`config.mk`:
```
export PLATFORM = sky130hd
export DESIGN_NAME = instruction_fetch
export DESIGN_NICKNAME = d
export VERILOG_FILES = /design/src/rtl/instruction_fetch.sv
export SDC_FILE = /design/constraint.sdc
export NUM_CORES = 1
export LEC_CHECK = 0
export ABC_AREA = 0
export CAP_MARGIN = 20
export CORE_MARGIN = 2
export CORE_UTILIZATION = 57
export DETAILED_ROUTE_END_ITERATION = 8
export GPL_TIMING_DRIVEN = 0
export PLACE_DENSITY = 0.87
export SLEW_MARGIN = 25
export SYNTH_ARGS = -nofsm -noshare
export SYNTH_HDL_FRONTEND = slang
export SYNTH_SLANG_ARGS = --single-unit
```
`constraint.sdc`:
```
create_clock -name clk -period 5.1 [get_ports clk]
set_input_delay 1.275 -clock clk [delete_from_list [all_inputs] [get_ports clk]]
set_output_delay 1.275 -clock clk [all_outputs]
set_load 0.02 [all_outputs]
```
`src/rtl/instruction_fetch.sv`:
```
// IF stage plus IF/ID pipeline register: PC generation, synchronous imem addressing,
// stall hold and delay-slot-preserving branch/jump redirects into decode.
module instruction_fetch #(
  parameter logic [31:0] RESET_PC    = 32'h0000_0000,
  parameter int          IMEM_ADDR_W = 10
) (
  input  logic                   clk,
  input  logic                   rst,
  input  logic                   en,
  input  logic                   stall,
  input  logic                   jump_branch,
  input  logic                   jump_target,
  input  logic                   jump_reg,
  input  logic [31:0]            jr_pc,
  output logic [IMEM_ADDR_W-1:0] imem_addr,
  input  logic [31:0]            imem_rdata,
  output logic [31:0]            pc_id,
  output logic [31:0]            instr_id,
  output logic                   instr_valid
);

  logic [31:0] pcIf_q, pcIf_d;
  logic        ifValid_q;
  logic [31:0] pcId_q, instrId_q;
  logic        instrValid_q;
  logic [31:0] pcIdPlus4;
  logic [31:0] branchOffset;
  logic        unused_pcBits;

  assign pcIdPlus4    = pcId_q + 32'd4;
  assign branchOffset = {{14{instrId_q[15]}}, instrId_q[15:0], 2'b00};

  // The BRAM latches imem_addr on the same edge that pcIf_q takes pcIf_d, so the
  // word on imem_rdata always belongs to pcIf_q; holding pcIf_q re-reads that word.
  always_comb begin
    pcIf_d = pcIf_q;
    if (en) begin
      if (!ifValid_q || stall) begin
        pcIf_d = pcIf_q;
      end else if (instrValid_q && jump_reg) begin
        pcIf_d = {jr_pc[31:2], 2'b00};
      end else if (instrValid_q && jump_target) begin
        pcIf_d = {pcIdPlus4[31:28], instrId_q[25:0], 2'b00};
      end else if (instrValid_q && jump_branch) begin
        pcIf_d = pcIdPlus4 + branchOffset;
      end else begin
        pcIf_d = pcIf_q + 32'd4;
      end
    end
  end

  assign imem_addr     = pcIf_d[IMEM_ADDR_W+1:2];
  assign unused_pcBits = ^{pcIf_d[31:IMEM_ADDR_W+2], pcIf_d[1:0], jr_pc[1:0]};

  always_ff @(posedge clk or posedge rst) begin
    if (rst) begin
      pcIf_q       <= RESET_PC;
      ifValid_q    <= 1'b0;
      pcId_q       <= 32'h0;
      instrId_q    <= 32'h0;
      instrValid_q <= 1'b0;
    end else if (en) begin
      pcIf_q    <= pcIf_d;
      ifValid_q <= 1'b1;
      // The word currently in IF (the delay slot on a redirect) advances unless decode stalls.
      if (!stall) begin
        pcId_q       <= pcIf_q;
        instrId_q    <= ifValid_q ? imem_rdata : 32'h0;
        instrValid_q <= ifValid_q;
      end
    end
  end

  assign pc_id       = pcId_q;
  assign instr_id    = instrId_q;
  assign instr_valid = instrValid_q;

endmodule

```
==> metrics.cfg, run 1 <==
[cells_and_area]
fillers = 978
drive_gt1_share_pct = 5.25
area_growth_pct = 28.4
nets = 1188
multi_input_area_um2 = 4550
diodes = 0
instances_no_fill = 1257
regArea_um2 = 2460

[placed_design]
placedCellCount = 1242
io_buffer_count = 143
gp_congestion = 0.987
dp_hpwl_mm = 18.2

[synth]
synth.distinct_cells = 62
avgSynthCellArea_um2 = 7.77
synth_top_cell_area_share_pct = 34.1
synth_warnings = 0
synth-seq-area-share_pct = 34.1
yosysTopAreaCell = dfrtp_1
synth_seq_cells = 98
netlist_area_um2 = 7200
netlist_top_cells_count = 233 x nand2_1, 98 x dfrtp_1, 65 x nand3_1
synthesis.instances = 926
synth-edff-count = 0
synth.area.top_cells = dfrtp_1 34%, nand2_1 12%, ha_1 6.3%
synth-main-ff-cell = dfrtp_1
syn-num-nets = 1034
synthMostInstantiatedCell = nand2_1
async_reset_ff_share_pct = 100

[critical_path]
path_class = primary input to output port
cp_max_fo = 10
start_kind = primary input
critPathArrivalTime_ps = 3820
endpoint_kind = output port
reg2reg_from = pc_id[8]
worst_ep_required_time_ps = 3830
cp-startpoint = jump_branch

[die]
start_util_pct = 57.7
chipWidth_um = 116
rows = 41
dieArea_um2 = 13500
die-height_um = 116
coreArea_um2 = 12500
io_pins = 146

[job]
max_cap_violations = 0

[sta]
post-route-period-util_pct = 99.9
setup_violations = 0
final.min_clock_period_ps = 5090
rsz0062_at_grt = true
worst_slew_pin_slew_ps = 881
relSlewSlack_pct = 41.3
skew_ps = 11.7
max_freq_mhz = 196
slew_violations = 0
finalHoldViolations = 0

[clocking]
postCtsSetupBuffers = 0
cts_buffers = 9
cts_sinks = 98
cts_root_buffer = clkbuf_16
path_clk_slew_ps = 70
postCtsHoldBufs = 0
clockBufferDepth = 2
clk_latency_ps = 370
cts_tree = done
htree_levels = 3

[pwr]
total_power_mw = 3.55
power_density_nw_per_um2 = 385
p_leak_nw = 4.12
ir_drop_v = 0.000241

[route]
drc = 0
drtIter0Drc = 937
drt-total-wl_mm = 24.6
wl_met3_mm = 2.44
routed-via-count = 7736
wl_per_cell_um = 19.6
final_antenna_net_count = 0
wl_met2_mm = 11.0
top_layer = met4
first_pass_iters = 5
routed_via_density = 6.15
wl_met1_mm = 9.93

[hold_path]
min_from = instr_id[29]
hold_path.class = flip-flop to flip-flop

[outcome]
status = finished clean

[global_routing]
grt.total_usage_pct = 37.3
grt_max_degree = 66
antenna_found_initial = 0
grt_pass1_wl_mm = 38.4
overflow = 0
grt_pass1_vias = 7265

==> final cells by class <==
| type | instances | area share [%] |
|---|---|---|
| multi-input combinational | 769 | 49.2 |
| sequential | 98 | 26.6 |
| timing repair buffer | 144 | 15.9 |
| clock buffer | 11 | 2.74 |
| tap | 172 | 2.33 |
| buffer | 48 | 2.19 |
| clock inverter | 5 | 0.650 |
| inverter | 10 | 0.460 |
==> metrics by stage <==
stage	utilization (%)	hold slack (ps)	TNS (ps)	cell area, um^2	setup slack (ps)
finish	74.1	466	0	9240	6.50
global route	74.1	490	-53.6	9240	-29.0
CTS	73.9	471	0	9210	4.40
detailed placement	71.2	458	-3640	8880	-583
global placement	70.9	449	-29760	8840	-547
floorplan	-	439	0	7200	814
==> repair_timing <==
item	in CTS	in global routing
endpoints found under the setup margin	10	8
pin swaps	0	0
cloned	0	0
gates resized for setup	17	16
==> kinds of logic after synthesis <==
kind of cell	synth area share (%)
muxes	0.348
xor gates and xnor gates	9.37
and+or+nand+nor	26.8
AOI/OAI and AO/OA	19.8
DFF	34.1
adders and majority gates	6.54
buffers and inverters	3.11
==> registers in the layout (all words and copies together) (netlist names) <==
signal,flops
instr_valid,1
ifValid_q,1
instr_id,32
pcIf_q,32
pc_id,32
==> per-layer routing <==
layer | track usage (%) | vias up
met2 | 57.5 | 462
met4 | 19.2 | 0
met3 | 8.72 | 88
li1 | - | 3578
met1 | 49.1 | 3608
met5 | 0 | -
==> worst max-delay path: stages <==
cell and delay, ps:
clkdlybuf4s50_1 490, and2_1 490, clkbuf_1 460, o221ai_1 170
o211ai_1 150, a31oi_1 170, clkdlybuf4s50_1 600
==> layout by cell type, fill, tap and decap left out, types with 18 or more instances in the layout <==
master	n
nand3_1	65
clkdlybuf4s50_1	136
dfrtp_1	95
nor2_1	51
xor2_1	33
nand2_1	231
o21ai_0	59
xnor2_1	44
ha_1	36
nand4_1	18
and3_1	20
a21oi_1	61
clkbuf_1	34
==> final timing paths <==
kind | end | slack [ps] | cells after the start
worst max-delay path | imem_addr[4] | 6 | 7
worst min-delay path | instr_id[29] | 470 | 2
worst max register to register | pcIf_q[30] | 960 | 15
worst min register to register | instr_id[29] | 470 | 2
max in group asynchronous | instr_id[12] | 3210 | 3
min in group asynchronous | instr_id[0] | 1260 | 2
==> power breakdown <==
part           internal (mW)  switching (mW)  leakage (nW)
registers              0.930           0.245          1.21
clock network          0.410           0.331         0.153
logic                  0.704           0.934          2.76
No activity file was read; power rests on OpenSTA's default activity.
==> run 2: changes to the inputs <==
--- a/config.mk
+++ b/config.mk
@@ -8,10 +8,12 @@
 export ABC_AREA = 0
 export CAP_MARGIN = 20
 export CORE_MARGIN = 2
-export CORE_UTILIZATION = 57
+export CORE_UTILIZATION = 49
+export CTS_BUF_LIST = sky130_fd_sc_hd__clkbuf_2
+export CTS_CLUSTER_DIAMETER = 30
 export DETAILED_ROUTE_END_ITERATION = 8
 export GPL_TIMING_DRIVEN = 0
-export PLACE_DENSITY = 0.87
+export PLACE_DENSITY = 0.8
 export SLEW_MARGIN = 25
 export SYNTH_ARGS = -nofsm -noshare
 export SYNTH_HDL_FRONTEND = slang
==> constraint.sdc (replaced) <==
create_clock -name clk -period 4.42 [get_ports clk]
set_input_delay 1.105 -clock clk [delete_from_list [all_inputs] [get_ports clk]]
set_output_delay 1.105 -clock clk [all_outputs]
set_load 0.02 [all_outputs]
==> metrics.cfg, run 2 (synthesis results as in run 1) <==
[critical_path]
reg2reg_depth = 28  ; +13
cp.depth = 12  ; +5
endpoint_kind = output port
reg2reg_from = pc_id[2]
crit_family = compound AO/OA/AOI/OAI gates
worstReg2RegEnd = pcIf_q[11]
cpMaxStageDelayCell = dfrtp_2
start_kind = flip-flop
cp_max_fo = 3  ; -7
cpPeakStageDelay_ps = 490  ; -110 ps
reg2reg_slack_ps = -110  ; -1070 ps
critPathArrivalTime_ps = 3460  ; -360 ps
crit_buf_inv = 2  ; -1
path_cells = inv_1, ha_4, fa_2, a211o_2, o211ai_4, or2b_1, a21oi_2, xor2_1, a211oi_2, a211oi_2, o21ai_1, buf_4
crit_top_cell = a211oi_2
worst_ep_required_time_ps = 3310  ; -520 ps
path_class = flip-flop to output port

[global_routing]
grt_max_degree = 60  ; -9.1%
grt_pass1_vias = 7551  ; +3.9%
antenna_found_initial = 1  ; +1
overflow = 0  ; unchanged
grt_pass1_wl_mm = 40.4  ; +5.2%
grt.total_usage_pct = 32.6  ; -4.6 points

[pwr]
total_power_mw = 4.04  ; +14%
p_leak_nw = 4.23  ; +2.7%
internal-power_mw = 2.21  ; +7.9%
clock_power_share_pct = 12.2  ; -8.7 points
p_sw_mw = 1.83  ; +21%
pwr-share-comb_pct = 54.3  ; +8.2 points
power_density_nw_per_um2 = 423  ; +10%
ir_drop_v = 0.000275  ; +14%
power_frac_seq_pct = 33.5  ; +0.4 points
switching_share_pct = 45.3  ; +2.8 points

[hold_path]
holdPathStages = 2  ; unchanged
hold_end = instr_id[27]
min_from = instr_id[27]
hold_path.class = flip-flop to flip-flop

[sta]
whs_ps = 509  ; +42.6 ps
skew_ps = 40.8  ; +29.1 ps
final.min_clock_period_ps = 4560
setup_slack_ps = -143  ; -150 ps
finalHoldViolations = 0  ; unchanged
worst_slew_pin_slew_ps = 849  ; -31.5 ps
rsz0062_at_grt = true
setup_violations = 5  ; +5
slew_violations = 0  ; unchanged
relSlewSlack_pct = 43.4  ; +2.1 points
max_freq_mhz = 219
post-route-period-util_pct = 103

[die]
dieArea_um2 = 15700  ; +16%
coreArea_um2 = 14400  ; +16%
die-height_um = 125  ; +7.6%
io_pins = 146  ; unchanged
start_util_pct = 49.9  ; -7.8 points
chipWidth_um = 125  ; +7.6%
rows = 44  ; +7.3%

[route]
drtIter0Drc = 806  ; -14%
routed_via_density = 6.01  ; -2.4%
drt-total-wl_mm = 26.1  ; +6.3%
first_pass_iters = 5  ; unchanged
final_antenna_net_count = 0  ; unchanged
drc = 0  ; unchanged
wl_per_cell_um = 20.0  ; +2.0%
routed-via-count = 7870  ; +1.7%

[outcome]
violations = setup timing
status = complete, but fails checks

[placed_design]
dp_hpwl_mm = 18.8  ; +3.4%
io_buffer_count = 143  ; unchanged
gp_congestion = 0.967  ; -2.0%

[cells_and_area]
nets = 1228  ; +3.4%
drive_gt1_share_pct = 12.1  ; +6.8 points
final_common_cell = nand2_1
fillers = 1273  ; +30%
area_growth_pct = 32.5
final_cell_mix = 227 x nand2_1, 133 x clkdlybuf4s50_1, 94 x dfrtp_1

[clocking]
cts_buffers = 9  ; unchanged
htree_levels = 3  ; unchanged
cts_sinks = 98  ; unchanged
clockBufferDepth = 2  ; unchanged
path_clk_slew_ps = 310  ; +240 ps
cts_tree = done
postCtsHoldBufs = 0  ; unchanged
clk_latency_ps = 670  ; +300 ps
cts_root_buffer = clkbuf_2

[job]
max_cap_violations = 0  ; unchanged

==> run 2: changes by cell type in the layout (fill, tap and decap cells not counted), moves of 5 or more <==
cell       change
o21ai_0       -12
o21ai_1       +10
ha_1           -5
buf_4         +44
clkbuf_16      -9
clkbuf_2      +11
==> run 2: worst max path at each step <==
stage	endpoint	start	slack, ps
2_1_floorplan	imem_addr[6]	pc_id[2]	300
3_3_place_gp	imem_addr[1]	en	-920
3_5_place_dp	imem_addr[1]	en	-970
4_1_cts	imem_addr[9]	pc_id[2]	-100
5_1_grt	imem_addr[6]	pc_id[2]	-300
6_report	imem_addr[6]	pc_id[2]	-140
==> run 2: area by class of cell <==
cell class,count,area [um^2],area share [%]
Multi-Input combinational cell,769,4710,49.4
Sequential cell,98,2460,25.8
Timing Repair Buffer,184,1750,18.4
Tap cell,184,230,2.41
Buffer,48,209,2.19
Clock inverter,6,75.1,0.787
Clock buffer,10,50.0,0.525
Inverter,10,42.5,0.446
Antenna cell,1,2.50,0.0262
==> run 2: worst register-to-register path, delay by kind of cell (launching register included) <==
| kind | cells | cell delay [ps] |
|---|---|---|
| compound gates | 4 | 680 |
| xor+xnor | 2 | 220 |
| fa+ha+maj | 2 | 560 |
| buf+inv | 16 | 2010 |
| flops | 1 | 490 |
| simple gates | 4 | 480 |
==> run 2: per-stage QoR <==
step	instances	TNS [ps]	area [um^2]	util, %	worst slack [ps]
global placement	1253	-89140	8860	61.4	-921
global route	1310	-1450	9540	66.1	-297
finish	1310	-564	9540	66.1	-143
floorplan	926	0	7200	-	304
detailed placement	1254	-7340	8890	61.6	-974
CTS	1303	-242	9390	65.1	-98.9
==> run 2: power by group through the flow <==
stage | Combinational (mW) | Clock [mW] | Sequential, mW
final | 2.19 | 0.494 | 1.35
after global placement | 1.82 | 0 | 1.35
after floorplan | 1.10 | 0 | 1.41
after global routing | 2.35 | 0.536 | 1.37
after detailed placement | 1.84 | 0 | 1.36
after CTS | 2.04 | 0.497 | 1.33
==> run 2: metal layers <==
metal | global-route usage [%] | share of wire, % | wire (um)
met1 | 44.0 | 41 | 10700
met2 | 50.7 | 45 | 11700
met3 | 6.16 | 10 | 2620
met4 | 15.6 | 4.4 | 1140
met5 | 0 | 0 | 0
==> run 2: what timing repair did <==
item	CTS	global route
buffers inserted	33	7
gates resized for setup	92	38
pin swaps	28	22
endpoints found under the setup margin	10	11
